File: config.mk
export PLATFORM = sky130hd
export DESIGN_NAME = expr_vector_driver
export DESIGN_NICKNAME = d
export VERILOG_FILES = /design/src/rtl/expr_vector_driver_pkg.sv /design/src/rtl/expr_vector_driver_misr.sv /design/src/rtl/expr_vector_driver.sv
export SDC_FILE = /design/constraint.sdc
export NUM_CORES = 1
export LEC_CHECK = 0
export BUFFER_PORTS_ARGS = -buffer_cell sky130_fd_sc_hd__buf_4
export CAP_MARGIN = 20
export CORE_MARGIN = 3
export CORE_UTILIZATION = 35
export DETAILED_ROUTE_END_ITERATION = 7
export HOLD_SLACK_MARGIN = 0.15
export PLACE_DENSITY_LB_ADDON = 0.12
export SYNTH_ARGS = -nofsm -noshare
export SYNTH_HDL_FRONTEND = slang
export SYNTH_SLANG_ARGS = --single-unit
File: constraint.sdc
create_clock -name clk -period 3.1 [get_ports clk]
set_clock_uncertainty 0.1 [all_clocks]
set_input_delay 0.62 -clock clk [delete_from_list [all_inputs] [get_ports clk]]
set_output_delay 0.62 -clock clk [all_outputs]
set_load 0.05 [all_outputs]
File: src/rtl/expr_vector_driver_pkg.sv
// expr_vec_pkg: shared constants and types for the expression-vector driver.
//   - operand widths and field offsets within the 60-bit operand LFSR
//   - LFSR / MISR widths and feedback tap positions
//   - FSM state encoding
//   - LFSR step helper
package expr_vec_pkg;

    localparam int LFSR_W = 60;
    localparam int MISR_W = 90;

    // Operand widths: index 0 -> 4 bits, 1 -> 5 bits, 2 -> 6 bits (repeats for 3..5)
    localparam int OP_W0 = 4;
    localparam int OP_W1 = 5;
    localparam int OP_W2 = 6;

    // LSB position of each operand field inside the LFSR, MSB-first packing
    localparam int A0_LSB = 56;
    localparam int A1_LSB = 51;
    localparam int A2_LSB = 45;
    localparam int A3_LSB = 41;
    localparam int A4_LSB = 36;
    localparam int A5_LSB = 30;
    localparam int B0_LSB = 26;
    localparam int B1_LSB = 21;
    localparam int B2_LSB = 15;
    localparam int B3_LSB = 11;
    localparam int B4_LSB = 6;
    localparam int B5_LSB = 0;

    // Feedback taps
    localparam int LFSR_TAP_HI = 59;
    localparam int LFSR_TAP_LO = 58;
    localparam int MISR_TAP_0  = 89;
    localparam int MISR_TAP_1  = 88;
    localparam int MISR_TAP_2  = 4;
    localparam int MISR_TAP_3  = 2;

    typedef enum logic [1:0] {
        IDLE  = 2'd0,
        DRIVE = 2'd1,
        WAIT  = 2'd2,
        DONE  = 2'd3
    } state_t;

    function automatic logic [LFSR_W-1:0] lfsr_step(input logic [LFSR_W-1:0] s);
        return {s[LFSR_W-2:0], s[LFSR_TAP_HI] ^ s[LFSR_TAP_LO]};
    endfunction

endpackage

File: src/rtl/expr_vector_driver_misr.sv
// expr_misr: 90-bit multiple-input signature register.
//   clk, rst_n : clock, asynchronous active-low reset (clears the signature)
//   clear      : synchronous clear, takes priority over en
//   en         : absorb din this cycle
//   din        : 90-bit word folded into the signature
//   sig        : current signature
module expr_misr
    import expr_vec_pkg::*;
(
    input  logic              clk,
    input  logic              rst_n,
    input  logic              clear,
    input  logic              en,
    input  logic [MISR_W-1:0] din,
    output logic [MISR_W-1:0] sig
);

    logic feedback;

    assign feedback = sig[MISR_TAP_0] ^ sig[MISR_TAP_1] ^ sig[MISR_TAP_2] ^ sig[MISR_TAP_3];

    always_ff @(posedge clk or negedge rst_n) begin
        if (!rst_n) begin
            sig <= '0;
        end else if (clear) begin
            sig <= '0;
        end else if (en) begin
            sig <= {sig[MISR_W-2:0], feedback} ^ din;
        end
    end

endmodule

File: src/rtl/expr_vector_driver.sv
// expr_vector_driver: drives pseudo-random operand vectors into a combinational
// expression block and compresses each 90-bit result into a MISR signature.
//   start               : begin a run (ignored while busy)
//   op_valid / op_ready : operand handshake; operands a0..a5, b0..b5
//   res_valid / y_i     : result for the last accepted vector
//   busy, done          : run status; done holds until the next start
//   signature           : MISR contents
//   vec_count           : results absorbed in the current run
module expr_vector_driver
    import expr_vec_pkg::*;
#(
    parameter int                NUM_VECTORS = 256,
    parameter logic [LFSR_W-1:0] LFSR_SEED   = 60'h0000_0000_0000_001
) (
    input  logic                    clk,
    input  logic                    rst_n,
    input  logic                    start,
    output logic                    op_valid,
    input  logic                    op_ready,
    output logic [OP_W0-1:0]        a0,
    output logic [OP_W1-1:0]        a1,
    output logic [OP_W2-1:0]        a2,
    output logic signed [OP_W0-1:0] a3,
    output logic signed [OP_W1-1:0] a4,
    output logic signed [OP_W2-1:0] a5,
    output logic [OP_W0-1:0]        b0,
    output logic [OP_W1-1:0]        b1,
    output logic [OP_W2-1:0]        b2,
    output logic signed [OP_W0-1:0] b3,
    output logic signed [OP_W1-1:0] b4,
    output logic signed [OP_W2-1:0] b5,
    input  logic                    res_valid,
    input  logic [MISR_W-1:0]       y_i,
    output logic                    busy,
    output logic                    done,
    output logic [MISR_W-1:0]       signature,
    output logic [15:0]             vec_count
);

    // An all-zero seed would lock the LFSR, so it is replaced by 1
    localparam logic [LFSR_W-1:0] SEED_EFF = (LFSR_SEED == '0) ? LFSR_W'(1) : LFSR_SEED;
    localparam logic [15:0]       LAST_IDX = 16'(NUM_VECTORS - 1);

    state_t            state_reg;
    logic [LFSR_W-1:0] lfsr_reg;
    // Operand snapshot: the LFSR advances during WAIT, but operands must
    // stay stable until the next DRIVE, so they are latched separately.
    logic [LFSR_W-1:0] ops_reg;
    logic [15:0]       vec_count_reg;
    logic              op_valid_reg;
    logic              busy_reg;
    logic              done_reg;

    logic start_accept;
    logic absorb;

    assign start_accept = start && ((state_reg == IDLE) || (state_reg == DONE));
    assign absorb       = (state_reg == WAIT) && res_valid;

    always_ff @(posedge clk or negedge rst_n) begin
        if (!rst_n) begin
            state_reg     <= IDLE;
            lfsr_reg      <= LFSR_W'(1);
            ops_reg       <= '0;
            vec_count_reg <= '0;
            op_valid_reg  <= 1'b0;
            busy_reg      <= 1'b0;
            done_reg      <= 1'b0;
        end else begin
            case (state_reg)
                IDLE, DONE: begin
                    if (start) begin
                        lfsr_reg      <= SEED_EFF;
                        ops_reg       <= SEED_EFF;
                        vec_count_reg <= '0;
                        op_valid_reg  <= 1'b1;
                        busy_reg      <= 1'b1;
                        done_reg      <= 1'b0;
                        state_reg     <= DRIVE;
                    end
                end
                DRIVE: begin
                    if (op_ready) begin
                        op_valid_reg <= 1'b0;
                        state_reg    <= WAIT;
                    end
                end
                WAIT: begin
                    if (res_valid) begin
                        lfsr_reg      <= lfsr_step(lfsr_reg);
                        vec_count_reg <= vec_count_reg + 16'd1;
                        if (vec_count_reg == LAST_IDX) begin
                            busy_reg  <= 1'b0;
                            done_reg  <= 1'b1;
                            state_reg <= DONE;
                        end else begin
                            ops_reg      <= lfsr_step(lfsr_reg);
                            op_valid_reg <= 1'b1;
                            state_reg    <= DRIVE;
                        end
                    end
                end
                default: state_reg <= IDLE;
            endcase
        end
    end

    expr_misr u_misr (
        .clk   (clk),
        .rst_n (rst_n),
        .clear (start_accept),
        .en    (absorb),
        .din   (y_i),
        .sig   (signature)
    );

    assign op_valid  = op_valid_reg;
    assign busy      = busy_reg;
    assign done      = done_reg;
    assign vec_count = vec_count_reg;

    assign a0 = ops_reg[A0_LSB +: OP_W0];
    assign a1 = ops_reg[A1_LSB +: OP_W1];
    assign a2 = ops_reg[A2_LSB +: OP_W2];
    assign a3 = $signed(ops_reg[A3_LSB +: OP_W0]);
    assign a4 = $signed(ops_reg[A4_LSB +: OP_W1]);
    assign a5 = $signed(ops_reg[A5_LSB +: OP_W2]);
    assign b0 = ops_reg[B0_LSB +: OP_W0];
    assign b1 = ops_reg[B1_LSB +: OP_W1];
    assign b2 = ops_reg[B2_LSB +: OP_W2];
    assign b3 = $signed(ops_reg[B3_LSB +: OP_W0]);
    assign b4 = $signed(ops_reg[B4_LSB +: OP_W1]);
    assign b5 = $signed(ops_reg[B5_LSB +: OP_W2]);

endmodule

Word level (Yosys, flattened, before mapping)
Index checks and enable logic that the tools add are counted.
{"block": "op_classes", "n_addsub": 1, "multipliers": 0, "div_mod_pow": 0, "magnitude_cmp": 0, "eq_ne": 9, "shift": 0, "mux": 28, "bitwise": 5, "n_reduce_logical": 12}
{"cell": "60-bit two-way mux", "count": 4}
{"cell": "60-bit one-hot mux with 2 select lines", "count": 2}
{"cell": "90-bit two-way mux", "count": 2}
{"cell": "90-bit bitwise XOR", "count": 1}
{"cell": "16-bit two-way mux", "count": 2}
{"cell": "16-bit one-hot mux with 2 select lines", "count": 1}
{"cell": "16-bit by 1-bit adder with 16-bit output, second input constant", "count": 1}
{"cell": "16-bit by 8-bit equality test with 1-bit output, second input constant", "count": 1}
{"cell": "4-bit AND reduction", "count": 3}
{"cell": "1-bit two-way mux", "count": 9}
{"cell": "2-bit two-way mux", "count": 4}
{"cell": "2-bit inequality test, second input constant", "count": 4}
{"cell": "2-bit one-hot mux with 3 select lines", "count": 1}
{"cell": "3-bit AND reduction", "count": 2}
{"cell": "2-bit equality test, second input constant", "count": 2}
{"cell": "1-bit one-hot mux with 2 select lines", "count": 2}
{"cell": "2-bit nonzero test", "count": 2}
{"cell": "1-bit bitwise XOR", "count": 4}
{"cell": "1-bit one-hot mux with 3 select lines", "count": 1}
{"cell": "2-bit by 1-bit equality test with 1-bit output, second input constant", "count": 1}
{"cell": "1-bit logical AND", "count": 2}
{"cell": "2-bit zero test", "count": 1}
{"cell": "2-bit by 1-bit inequality test with 1-bit output, second input constant", "count": 1}
{"cell": "2-bit OR reduction", "count": 1}
{"cell": "1-bit logical OR", "count": 1}
{"block": "word_totals", "reg_bits": 231, "latch_bits": 0, "ramBits": 0, "mem_bits_ro": 0, "inputBits": 95, "out_inout_bits": 169, "word_cells": 63, "mem_count": 0}

Logic depth before layout (Yosys ltp)
{"block": "depth", "word_depth": 6, "ltp_mapped": 8, "mapped_depth_nobuf": 6}

Hierarchy
Synthesis repeated with hierarchy kept, for this count alone.
{"block": "hier_totals", "hier_cells": 812, "area_unflattened_um2": 9902.0}
{"module": "expr_vector_driver", "instances": 1, "cells_per_inst": 418, "area_each_um2": 5485.3, "seq_area_each_um2": 3529.6}
{"module": "expr_misr", "instances": 1, "cells_per_inst": 394, "area_each_um2": 4416.7, "seq_area_each_um2": 2252.2}

Worst setup path after synthesis
No wires, ideal clock.
{"block": "synth_timing", "path_type": "register to register", "from": "register state_reg[0]", "to": "register vec_count_reg[12] (netlist: vec_count[12])", "setup_ns": 0.078, "arrival_ns": 2.257, "required_time_ns": 2.922, "path_slack_ns": 0.665, "path_stages_with_launch": 9, "n_path_buf": 2, "period_less_slack_ns": 2.435, "path_cell_list": "dfrtp_1 -> inv_1 -> ha_1 -> nor2b_1 -> buf_2 -> or4_4 -> buf_6 -> or4_1 -> a21oi_1"}
{"block": "synth_between", "elab_chain_len": 4, "word_cells_on_any_way": 9, "classes_between": "4 x eq/ne; 1 x mux; 4 x reduce/logical"}
{"element": "start, declared", "line": "expr_vector_driver.sv:44", "source": "state_t state_reg;"}
{"element": "start signal, assigned", "line": "expr_vector_driver.sv:62", "source": "state_reg <= IDLE;"}
{"element": "start signal, assigned", "line": "expr_vector_driver.sv:79", "source": "state_reg <= DRIVE;"}
{"element": "start signal, assigned", "line": "expr_vector_driver.sv:85", "source": "state_reg <= WAIT;"}
{"element": "2-bit equality test / 2-bit zero test (equally long branches)", "line": "expr_vector_driver.sv:70", "source": "case (state_reg)"}
{"element": "2-bit OR reduction", "line": "expr_vector_driver.sv:70"}
{"element": "2-bit inequality test (no line) / 2-bit nonzero test (equally long branches)"}
{"element": "3-bit AND reduction (no line)"}
{"element": "end signal, assigned", "line": "expr_vector_driver.sv:91", "source": "vec_count_reg <= vec_count_reg + 16'd1;"}
{"element": "end, declared", "line": "expr_vector_driver.sv:49", "source": "logic [15:0] vec_count_reg;"}
Parallel ways exist; a longest one is shown, timed or not.
A chain may end at the register's enable or synchronous reset.

Worst setup path in the final report
{"block": "layout_timing", "from": "register state_reg[0]", "to": "register vec_count_reg[13] (netlist: vec_count[13])"}
Same word-level chain as after synthesis.

==> results.sh <==
export IMPL_path_max_fanout=12
export IMPL_crit_type="register to register"
export IMPL_cts_root_buf="clkbuf_16"
export IMPL_yosys_area_share_adder_pct=0.486
export IMPL_setup_violations=0
export IMPL_die_y_um=177
export IMPL_startpoint_type="register"
export IMPL_leakage_nw=6.43
export IMPL_crit_arrival_ns=2.84
export IMPL_post_route_period_util_pct=79.5
export IMPL_start_util_pct=35.7
export IMPL_antenna_cells=0
export IMPL_peakVddDrop_v=0.000712
export IMPL_synth_seq_cells=231
export IMPL_grt_overflow_total=0
export IMPL_yosys_area_share_xor_xnor_pct=7.91
export IMPL_port_buffers=263
export IMPL_core_area_mm2=0.0289
export IMPL_synth_simple_area_share_pct=11.0
export IMPL_drt_total_wl_um=25500
export IMPL_synthMuxAreaShare_pct=12.6
export IMPL_fp_row_count=62
export IMPL_gp_congestion=0.767
export IMPL_clock_sinks=231
export IMPL_cts_tree="yes"
export IMPL_hold_class="input pin to register"
export IMPL_dieArea_mm2=0.0315
export IMPL_drive_gt1_share_pct=38.9
export IMPL_async_flop_share_pct=100
export IMPL_slew_limit_headroom_pct=50.9
export IMPL_power_density_mw_per_mm2=985
export IMPL_antenna_found_initial=0
export IMPL_ctsLongestPathBuffers=3
export IMPL_netlist_area_mm2=0.0103
export IMPL_cts_buffers=27
export IMPL_cts_resized=0
export IMPL_status="completed"
export IMPL_nets=1223
export IMPL_grt_max_degree=71
export IMPL_synth_compound_area_share_pct=9.29
export IMPL_synth_top_family_by_area="multiplexers"
export IMPL_slew_violations=0
export IMPL_ff2ff_setup_slack_ns=0.63
export IMPL_worstHoldStart="y_i[47]"
export IMPL_grt_first_pass_wirelength_um=41300
export IMPL_synth_ff_type="dfrtp_1"
export IMPL_largest_register_ffs=90
export IMPL_worst_pin_slew_ns=0.737
export IMPL_syn_mean_instance_area_um2=11.8
export IMPL_ant_nets=0
export IMPL_clock_latency_ns=0.54
export IMPL_utilization_pct=47.4
export IMPL_synth_warnings=0
export IMPL_synthCells=869
export IMPL_viasPerCell=4.77
export IMPL_place_hpwl_um=17600
export IMPL_cts_htree_levels=1
export IMPL_hold_viol=0
export IMPL_r2r_start="state_reg[0]"
export IMPL_synthDistinctLibCells=45
export IMPL_fin_crit_ns=2.47
export IMPL_syn_num_nets=968
export IMPL_fillers=2717
export IMPL_synth_seq_area_share_pct=56.2
export IMPL_area_growth_pct=32.9
export IMPL_first_pass_iters=4
export IMPL_crit_start="state_reg[0]"
export IMPL_track_usage_pct=16.2
export IMPL_synth_edf_count=0
export IMPL_clk_pin_slew_ns=0.06
export IMPL_grt_pass1_vias=7420
export IMPL_routed_via_count=7283
export IMPL_routedWlPerCell_um=16.7
export IMPL_chipWidth_um=177
export IMPL_rsz0062_at_grt="no"
export IMPL_dr_first_iter_drc_count=386
export IMPL_critPathCaptureType="register"
export IMPL_post_route_drc_count=0
export IMPL_io_pins=264
export IMPL_fmaxAchievable_mhz=406
export IMPL_worstPathRequired_ns=3.47
export IMPL_maxCapViolations=0
export IMPL_tns_ns=0
[power by group]
part	switching [mW]	total [mW]	leakage, nW	internal [mW]
logic	3.89	6.01	2.82	2.13
registers	0.665	4.29	3.16	3.62
clock network	1.26	3.18	0.445	1.91
[critical path, stage by stage, from the launching register on]
cell and delay [ns]:
dfrtp_1 0.41, inv_1 0.07, ha_2 0.29, nor2b_1 0.22, or4_4 0.62, or4_1 0.54, a21oi_1 0.15
[metal layers]
| metal | share of wire [%] | GRT usage, % |
|---|---|---|
| met4 | 1.9 | 3.44 |
| met1 | 44 | 21.8 |
| met5 | 0 | 0 |
| met2 | 44 | 24.5 |
| met3 | 10 | 6.57 |
[timing repair]
| item | 4_1_cts | 5_1_grt |
|---|---|---|
| hold endpoints to repair | 63 | 0 |
| endpoints found under the setup margin | 0 | 0 |
| buffers inserted | 0 | 0 |
| hold buffers | 1 | 0 |
[Yosys cell counts (2+ instances only)]
library cell,instances,share of area (%)
a211oi_1,91,6.6
a21oi_1,6,0.29
a22o_1,3,0.26
a2bb2oi_1,2,0.17
and2_1,57,3.5
and3_1,6,0.36
buf_1,2,0.073
buf_2,8,0.39
clkbuf_1,45,1.6
dfrtp_1,230,56
ha_1,4,0.49
inv_1,8,0.29
mux2_2,111,12
mux2i_1,5,0.49
nand2_1,29,1.1
nand3_1,9,0.44
nand4_1,2,0.12
nor2_1,95,3.5
nor2b_1,2,0.12
nor3_1,7,0.34
nor4_1,5,0.30
o21ai_0,12,0.58
o31ai_1,8,0.58
o41ai_1,2,0.17
or2_2,4,0.24
or3_1,2,0.12
or4_1,5,0.36
xnor2_1,92,7.8
[final cells by class]
class	instances	area [um^2]	share of cell area [%]
sequential	231	5780	42.3
inverter	8	30.0	0.220
timing repair buffer	282	2210	16.2
multi-input combinational	574	4280	31.3
tap	384	480	3.51
clock inverter	9	114	0.832
clock buffer	39	781	5.71
[per-stage QoR]
step	instance area, um^2	cells	hold slack [ns]	setup WS, ns	power, mW
final	13700	1527	0.263	0.634	13.5
after global routing	13700	1527	0.253	0.458	14.3
after CTS	13700	1527	0.242	0.620	13.7
after detailed placement	12800	1478	0.371	0.626	10.4
after global placement	12800	1478	0.363	0.672	10.4
after floorplan	10300	869	0.224	0.665	8.49
[cells in the final DEF (no fill, tap or decap), types with 4 or more instances in the layout]
master     count
o31ai_1        8
nand2_1       29
nor3_1         7
clkbuf_8       6
nor2_1        95
mux2i_1        5
o21ai_0       12
clkinv_2       5
buf_12         7
a211oi_1      91
clkbuf_1       6
or4_1          5
inv_1          8
or2_2          4
and3_1         6
mux2_2       111
and2_1        55
nand3_1        9
dfrtp_1      230
buf_4        273
xnor2_1       92
clkbuf_16     27
nor4_1         5
a21oi_1        6
[final timing paths]
check | endpoint | cells past startpoint
worst max-delay path | vec_count[13] | 6
worst min-delay path | u_misr.sig[47] | 3
worst max register to register | vec_count[13] | 6
worst min register to register | lfsr_reg[3] | 2
max in group asynchronous | u_misr.sig[5] | 3
min in group asynchronous | vec_count[0] | 2
[logic make-up after synthesis]
group | Yosys count
buf+inv | 64
simple gates | 230
fa+ha+maj | 4
xor+xnor | 93
compound gates | 131
mux | 116
flops | 231
No activity file was read; power rests on OpenSTA's default activity.
